[config.mk]
export PLATFORM = sky130hd
export DESIGN_NAME = vga_timing_gen
export DESIGN_NICKNAME = d
export VERILOG_FILES = /design/src/rtl/vga_timing_gen.sv
export SDC_FILE = /design/constraint.sdc
export NUM_CORES = 1
export LEC_CHECK = 0
export BUFFER_PORTS_ARGS = -buffer_cell sky130_fd_sc_hd__buf_2
export CORE_MARGIN = 10
export CORE_UTILIZATION = 55
export CTS_CLUSTER_SIZE = 10
export DETAILED_ROUTE_END_ITERATION = 12
export PLACE_DENSITY = 0.92
export RECOVER_POWER = 50
export SETUP_SLACK_MARGIN = 0.02
export SLEW_MARGIN = 30
export SYNTH_ARGS = -nofsm -noshare
export SYNTH_HDL_FRONTEND = slang
export SYNTH_SLANG_ARGS = --single-unit
[constraint.sdc]
create_clock -name vga_clk -period 6 [get_ports vga_clk]
set_input_delay 1.5 -clock vga_clk [delete_from_list [all_inputs] [get_ports vga_clk]]
set_output_delay 1.5 -clock vga_clk [all_outputs]
set_load 0.05 [all_outputs]
[src/rtl/vga_timing_gen.sv]
// ============================================================================
// Module      : vga_timing_gen
// Description : Raster timing generator (DrawX/DrawY, blank, hs/vs, frame markers)
// Revision    : 1.0 - initial release
// ============================================================================
`default_nettype none

module vga_timing_gen #(
    parameter int   H_VIS    = 640,
    parameter int   H_FP     = 16,
    parameter int   H_SYNC   = 96,
    parameter int   H_BP     = 48,
    parameter int   V_VIS    = 480,
    parameter int   V_FP     = 10,
    parameter int   V_SYNC   = 2,
    parameter int   V_BP     = 33,
    parameter logic SYNC_POL = 1'b0,
    parameter int   FCW      = 8
) (
    input  logic           vga_clk,
    input  logic           reset,
    output logic [9:0]     DrawX,
    output logic [9:0]     DrawY,
    output logic           blank,
    output logic           hs,
    output logic           vs,
    output logic           line_start,
    output logic           frame_start,
    output logic [FCW-1:0] frame_count
);

    localparam int H_TOTAL = H_VIS + H_FP + H_SYNC + H_BP;
    localparam int V_TOTAL = V_VIS + V_FP + V_SYNC + V_BP;

    localparam logic [9:0] c_h_max    = 10'(H_TOTAL - 1);
    localparam logic [9:0] c_v_max    = 10'(V_TOTAL - 1);
    localparam logic [9:0] c_h_vis    = 10'(H_VIS);
    localparam logic [9:0] c_v_vis    = 10'(V_VIS);
    localparam logic [9:0] c_hs_begin = 10'(H_VIS + H_FP);
    localparam logic [9:0] c_hs_end   = 10'(H_VIS + H_FP + H_SYNC);
    localparam logic [9:0] c_vs_begin = 10'(V_VIS + V_FP);
    localparam logic [9:0] c_vs_end   = 10'(V_VIS + V_FP + V_SYNC);

    generate
        if (H_TOTAL > 1024 || V_TOTAL > 1024) begin : g_range_chk
            $error("vga_timing_gen: line/frame totals must not exceed 1024");
        end
    endgenerate

    logic [9:0]     r_hc;
    logic [9:0]     r_vc;
    logic           r_blank;
    logic           r_hs;
    logic           r_vs;
    logic           r_line_start;
    logic           r_frame_start;
    logic [FCW-1:0] r_frame_count;

    logic [9:0]     w_hc_nxt;
    logic [9:0]     w_vc_nxt;
    logic           w_h_wrap;
    logic           w_frame_wrap;

    always_comb begin
        w_h_wrap     = (r_hc == c_h_max);
        w_frame_wrap = w_h_wrap && (r_vc == c_v_max);
        w_hc_nxt     = w_h_wrap ? 10'd0 : r_hc + 10'd1;
        w_vc_nxt     = r_vc;
        if (w_h_wrap) begin
            w_vc_nxt = (r_vc == c_v_max) ? 10'd0 : r_vc + 10'd1;
        end
    end

    // Decode from the next counter values so every flag lines up with the
    // DrawX/DrawY it is registered alongside.
    always_ff @(posedge vga_clk) begin
        if (reset) begin
            r_hc          <= 10'd0;
            r_vc          <= 10'd0;
            r_blank       <= 1'b1;
            r_hs          <= ~SYNC_POL;
            r_vs          <= ~SYNC_POL;
            r_line_start  <= 1'b0;
            r_frame_start <= 1'b0;
            r_frame_count <= '0;
        end else begin
            r_hc          <= w_hc_nxt;
            r_vc          <= w_vc_nxt;
            r_blank       <= (w_hc_nxt < c_h_vis) && (w_vc_nxt < c_v_vis);
            r_hs          <= ((w_hc_nxt >= c_hs_begin) && (w_hc_nxt < c_hs_end)) ? SYNC_POL : ~SYNC_POL;
            r_vs          <= ((w_vc_nxt >= c_vs_begin) && (w_vc_nxt < c_vs_end)) ? SYNC_POL : ~SYNC_POL;
            r_line_start  <= (w_hc_nxt == 10'd0);
            r_frame_start <= (w_hc_nxt == 10'd0) && (w_vc_nxt == 10'd0);
            if (w_frame_wrap) begin
                r_frame_count <= r_frame_count + FCW'(1);
            end
        end
    end

    assign DrawX       = r_hc;
    assign DrawY       = r_vc;
    assign blank       = r_blank;
    assign hs          = r_hs;
    assign vs          = r_vs;
    assign line_start  = r_line_start;
    assign frame_start = r_frame_start;
    assign frame_count = r_frame_count;

endmodule

`default_nettype wire

==> reports/metrics.csv <==
stage;metric;value;unit
cells_and_area;fin util;63.50;%
die;Die Width;76.72;microns
cells_and_area;Fill cells;287;
logic_synthesis;syn nets;220;
cells_and_area;Multi-input gate area;1005;sq um
power;Cell Pwr Density;182.9;nW/um^2
sta;RSZ-0062 raised after global routing;no;
setup_path;critical path's top delay family;flip-flops;
clock_tree;post_cts resized;0;
run;MaxCap Viol Count;0;
cells_and_area;ant diodes;0;
routing;# DRC;0;
cells_and_area;Syn-to-layout area delta;10.47;%
clock_tree;Skew-Pair Late Insertion Delay;0.34;ns
setup_path;Worst EP required;4.50;ns
sta;fin crit period;2.768;ns
global_routing;global-route wire length before repair;6.831;mm
setup_path;Max stage delay on crit path;0.58;ns
cells_and_area;post-route insts no fill;285;
cells_and_area;most frequent cells in the layout;33 x dfxtp_1, 31 x nor2_1, 28 x buf_2;
sta;period utilization;46.14;%
cells_and_area;Sequential Area;660.6;sq um
logic_synthesis;number of synthesized flops with an enable pin;0;
logic_synthesis;Post-synth top flop;dfxtp_1;
logic_synthesis;Syn. warnings;0;
worst_hold_path;hold depth;2;
sta;Max Clock Freq;361.2;MHz
routing;Via-to-Cell Ratio;5.586;
setup_path;end point of the critical path;DrawY[3];
clock_tree;root buffer cell;clkbuf_4;
place;placed insts;277;
logic_synthesis;ys async rst share;0;%
die;Die ar.;5885;sq um
worst_hold_path;Hold Startpoint;frame_count[7]$_SDFFE_PP0P_;
cells_and_area;commonest non-fill, non-tap cell in the layout;dfxtp_1;
clock_tree;Clock Pin Slew Worst Setup and Hold Paths;0.09;ns
power;peak supply drop;0.1539;mV
die;# rows;20;
setup_path;R2R Path End;blank$_SDFF_PP1_;
worst_hold_path;worst hold path type;reg2reg;
logic_synthesis;Syn Inst Count;214;
setup_path;CP Launch Point;DrawY[3]$_SDFF_PP0_;
routing;Initial DRC Count;231;
logic_synthesis;Seq cells post-synth;33;
setup_path;WP buf/inv;1;
power;PnR Total Power;0.0003575;W
sta;Slew headroom;18.58;%
global_routing;Remaining Overflow, GRT;0;
setup_path;crit path cell chain;buf_2;
setup_path;highest fanout seen on the critical path;12;
sta;skew final;0.005872;ns
logic_synthesis;register area share after synthesis;37.34;%
logic_synthesis;Syn Area/Cell;8.267;sq um
clock_tree;Post-CTS Setup Bufs;0;
cells_and_area;layout cells sized above 1;14.94;%
die;core footprint;3078;sq um
setup_path;critical path start-end classification;reg2out;
clock_tree;TritonCTS Buffers;5;
place;Port-buffer cells;34;
die;DIE HEIGHT;76.72;microns
setup_path;FF-to-FF path depth;7;
die;Starting Density;57.48;%
clock_tree;Max clock buf depth;2;
cells_and_area;# nets final;246;
routing;routed wire length;4.104;mm
global_routing;global-route usage over all layers;13.96;%
routing;DRT Pass-1 Iters;5;
outcome;status;complete, no violations;
setup_path;CP startpoint kind;flip-flop;
routing;wire per inst;14.40;microns
setup_path;critical path's slowest cell;dfxtp_1;
setup_path;WP depth;1;
global_routing;largest net degree at the start of global routing;30;
logic_synthesis;synthesized area;1769;sq um
routing;Antenna Nets Post-Route;0;
sta;Fin. Hold Viols;0;
die;Ports;35;
global_routing;vias in the first global route;1484;
setup_path;FF-to-FF Start;DrawX[0]$_SDFF_PP0_;
clock_tree;clock tree sinks;33;
power;leak pwr;0.7372;nW
place;RePlAce Congestion;0.9566;
clock_tree;# hold bufs at CTS;0;
clock_tree;CTS tree;built;
sta;final setup fails;0;
sta;max-slew violation count;0;
place;hpwl dp;2.950;mm
clock_tree;H-tree depth;2;
logic_synthesis;post-synth cell types;46;
sta;setup TNS;0;ns
routing;vias;1592;
setup_path;CP Data Arrival Time;1.27;ns
setup_path;register-to-register setup slack;3.34;ns
global_routing;initial antenna violation count;0;
sta;Worst-Margin Slew;1.221;ns
setup_path;Worst Setup End Kind;output port;
==> cells by family (layout without fill, tap and decap cells) <==
family | Yosys count | count (layout) | share of synthesized area, %
multiplexers | 3 | 3 | 1.697
AO/OA/AOI/OAI | 34 | 34 | 13.08
XOR/XNOR | 17 | 17 | 8.416
AND/OR/NAND/NOR | 102 | 102 | 31.47
adder cells (fa/ha/maj) | 4 | 4 | 2.829
buffers and inverters | 21 | 48 | 5.162
flip-flops | 33 | 33 | 37.34
==> state kept, by name, indices dropped and copies added, names as in the netlist <==
register	cells
frame_count	8
line_start	1
blank	1
DrawY	10
vs	1
frame_start	1
hs	1
DrawX	10
==> layout make-up <==
cell class                 instances  share of cell area (%)
multi-input combinational        160                   51.41
clock buffer                       8                   2.497
inverter                           6                   1.152
tap                               44                   2.817
sequential                        33                   33.80
timing repair buffer              34                   8.323
==> metrics by stage <==
| step | area, sq um | hold slack, ns | setup slack, ns |
|---|---|---|---|
| 4_1_cts | 1974 | 0.5324 | 3.234 |
| 6_report | 1954 | 0.5262 | 3.232 |
| 2_1_floorplan | 1769 | 0.7593 | 3.605 |
| 5_1_grt | 1954 | 0.5780 | 3.047 |
| 3_5_place_dp | 1926 | 0.5063 | 3.398 |
| 3_3_place_gp | 1926 | 0.4976 | 3.487 |
==> cells in the mapped netlist, types with 2 or more instances <==
master / number / share of area (%)
dfxtp_1: 33 / 37
nor2_1: 30 / 6.4
nand2_1: 17 / 3.6
nand3_1: 11 / 3.1
nor3_1: 11 / 3.1
xnor2_1: 11 / 5.4
nand4_1: 8 / 2.8
buf_2: 7 / 2.0
a21oi_1: 6 / 1.7
clkbuf_1: 6 / 1.3
inv_1: 6 / 1.3
xor2_1: 6 / 3.0
a31oi_1: 5 / 1.8
and3_1: 5 / 1.8
o21ai_0: 5 / 1.4
ha_1: 4 / 2.8
a211oi_1: 3 / 1.3
and4_1: 3 / 1.5
mux2i_1: 3 / 1.7
nor2b_1: 3 / 1.1
a21boi_0: 2 / 0.85
a221oi_1: 2 / 0.99
a22oi_1: 2 / 0.85
nand3b_1: 2 / 0.85
or3_1: 2 / 0.71
==> layer usage <==
layer / global-route usage [%] / wire, microns / vias up
met5: 0 / 0 / -
met4: 7.621 / 92 / 0
met3: 5.711 / 299 / 10
met2: 20.66 / 1846 / 64
met1: 16.73 / 1866 / 700
li1: - / - / 818
==> worst min-delay path by stage <==
| stage | endpoint | slack, ns |
|---|---|---|
| 3_3_place_gp | frame_count[7]$_SDFFE_PP0P_ | 0.50 |
| 3_5_place_dp | frame_count[7]$_SDFFE_PP0P_ | 0.51 |
| 6_report | frame_count[7]$_SDFFE_PP0P_ | 0.53 |
| 5_1_grt | frame_count[7]$_SDFFE_PP0P_ | 0.58 |
| 2_1_floorplan | frame_count[1]$_SDFFE_PP0P_ | 0.76 |
| 4_1_cts | frame_count[7]$_SDFFE_PP0P_ | 0.53 |
==> power breakdown <==
| part | total [W] | switching, W | leakage (nW) | internal [W] |
|---|---|---|---|---|
| sequential | 0.000223 | 0.00000276 | 0.266 | 0.000221 |
| clock | 0.000119 | 0.0000720 | 0.0265 | 0.0000466 |
| combinational | 0.0000155 | 0.0000119 | 0.444 | 0.00000356 |
| total | 0.000357 | 0.0000866 | 0.737 | 0.000271 |
Power figures use the tool's default switching activity.
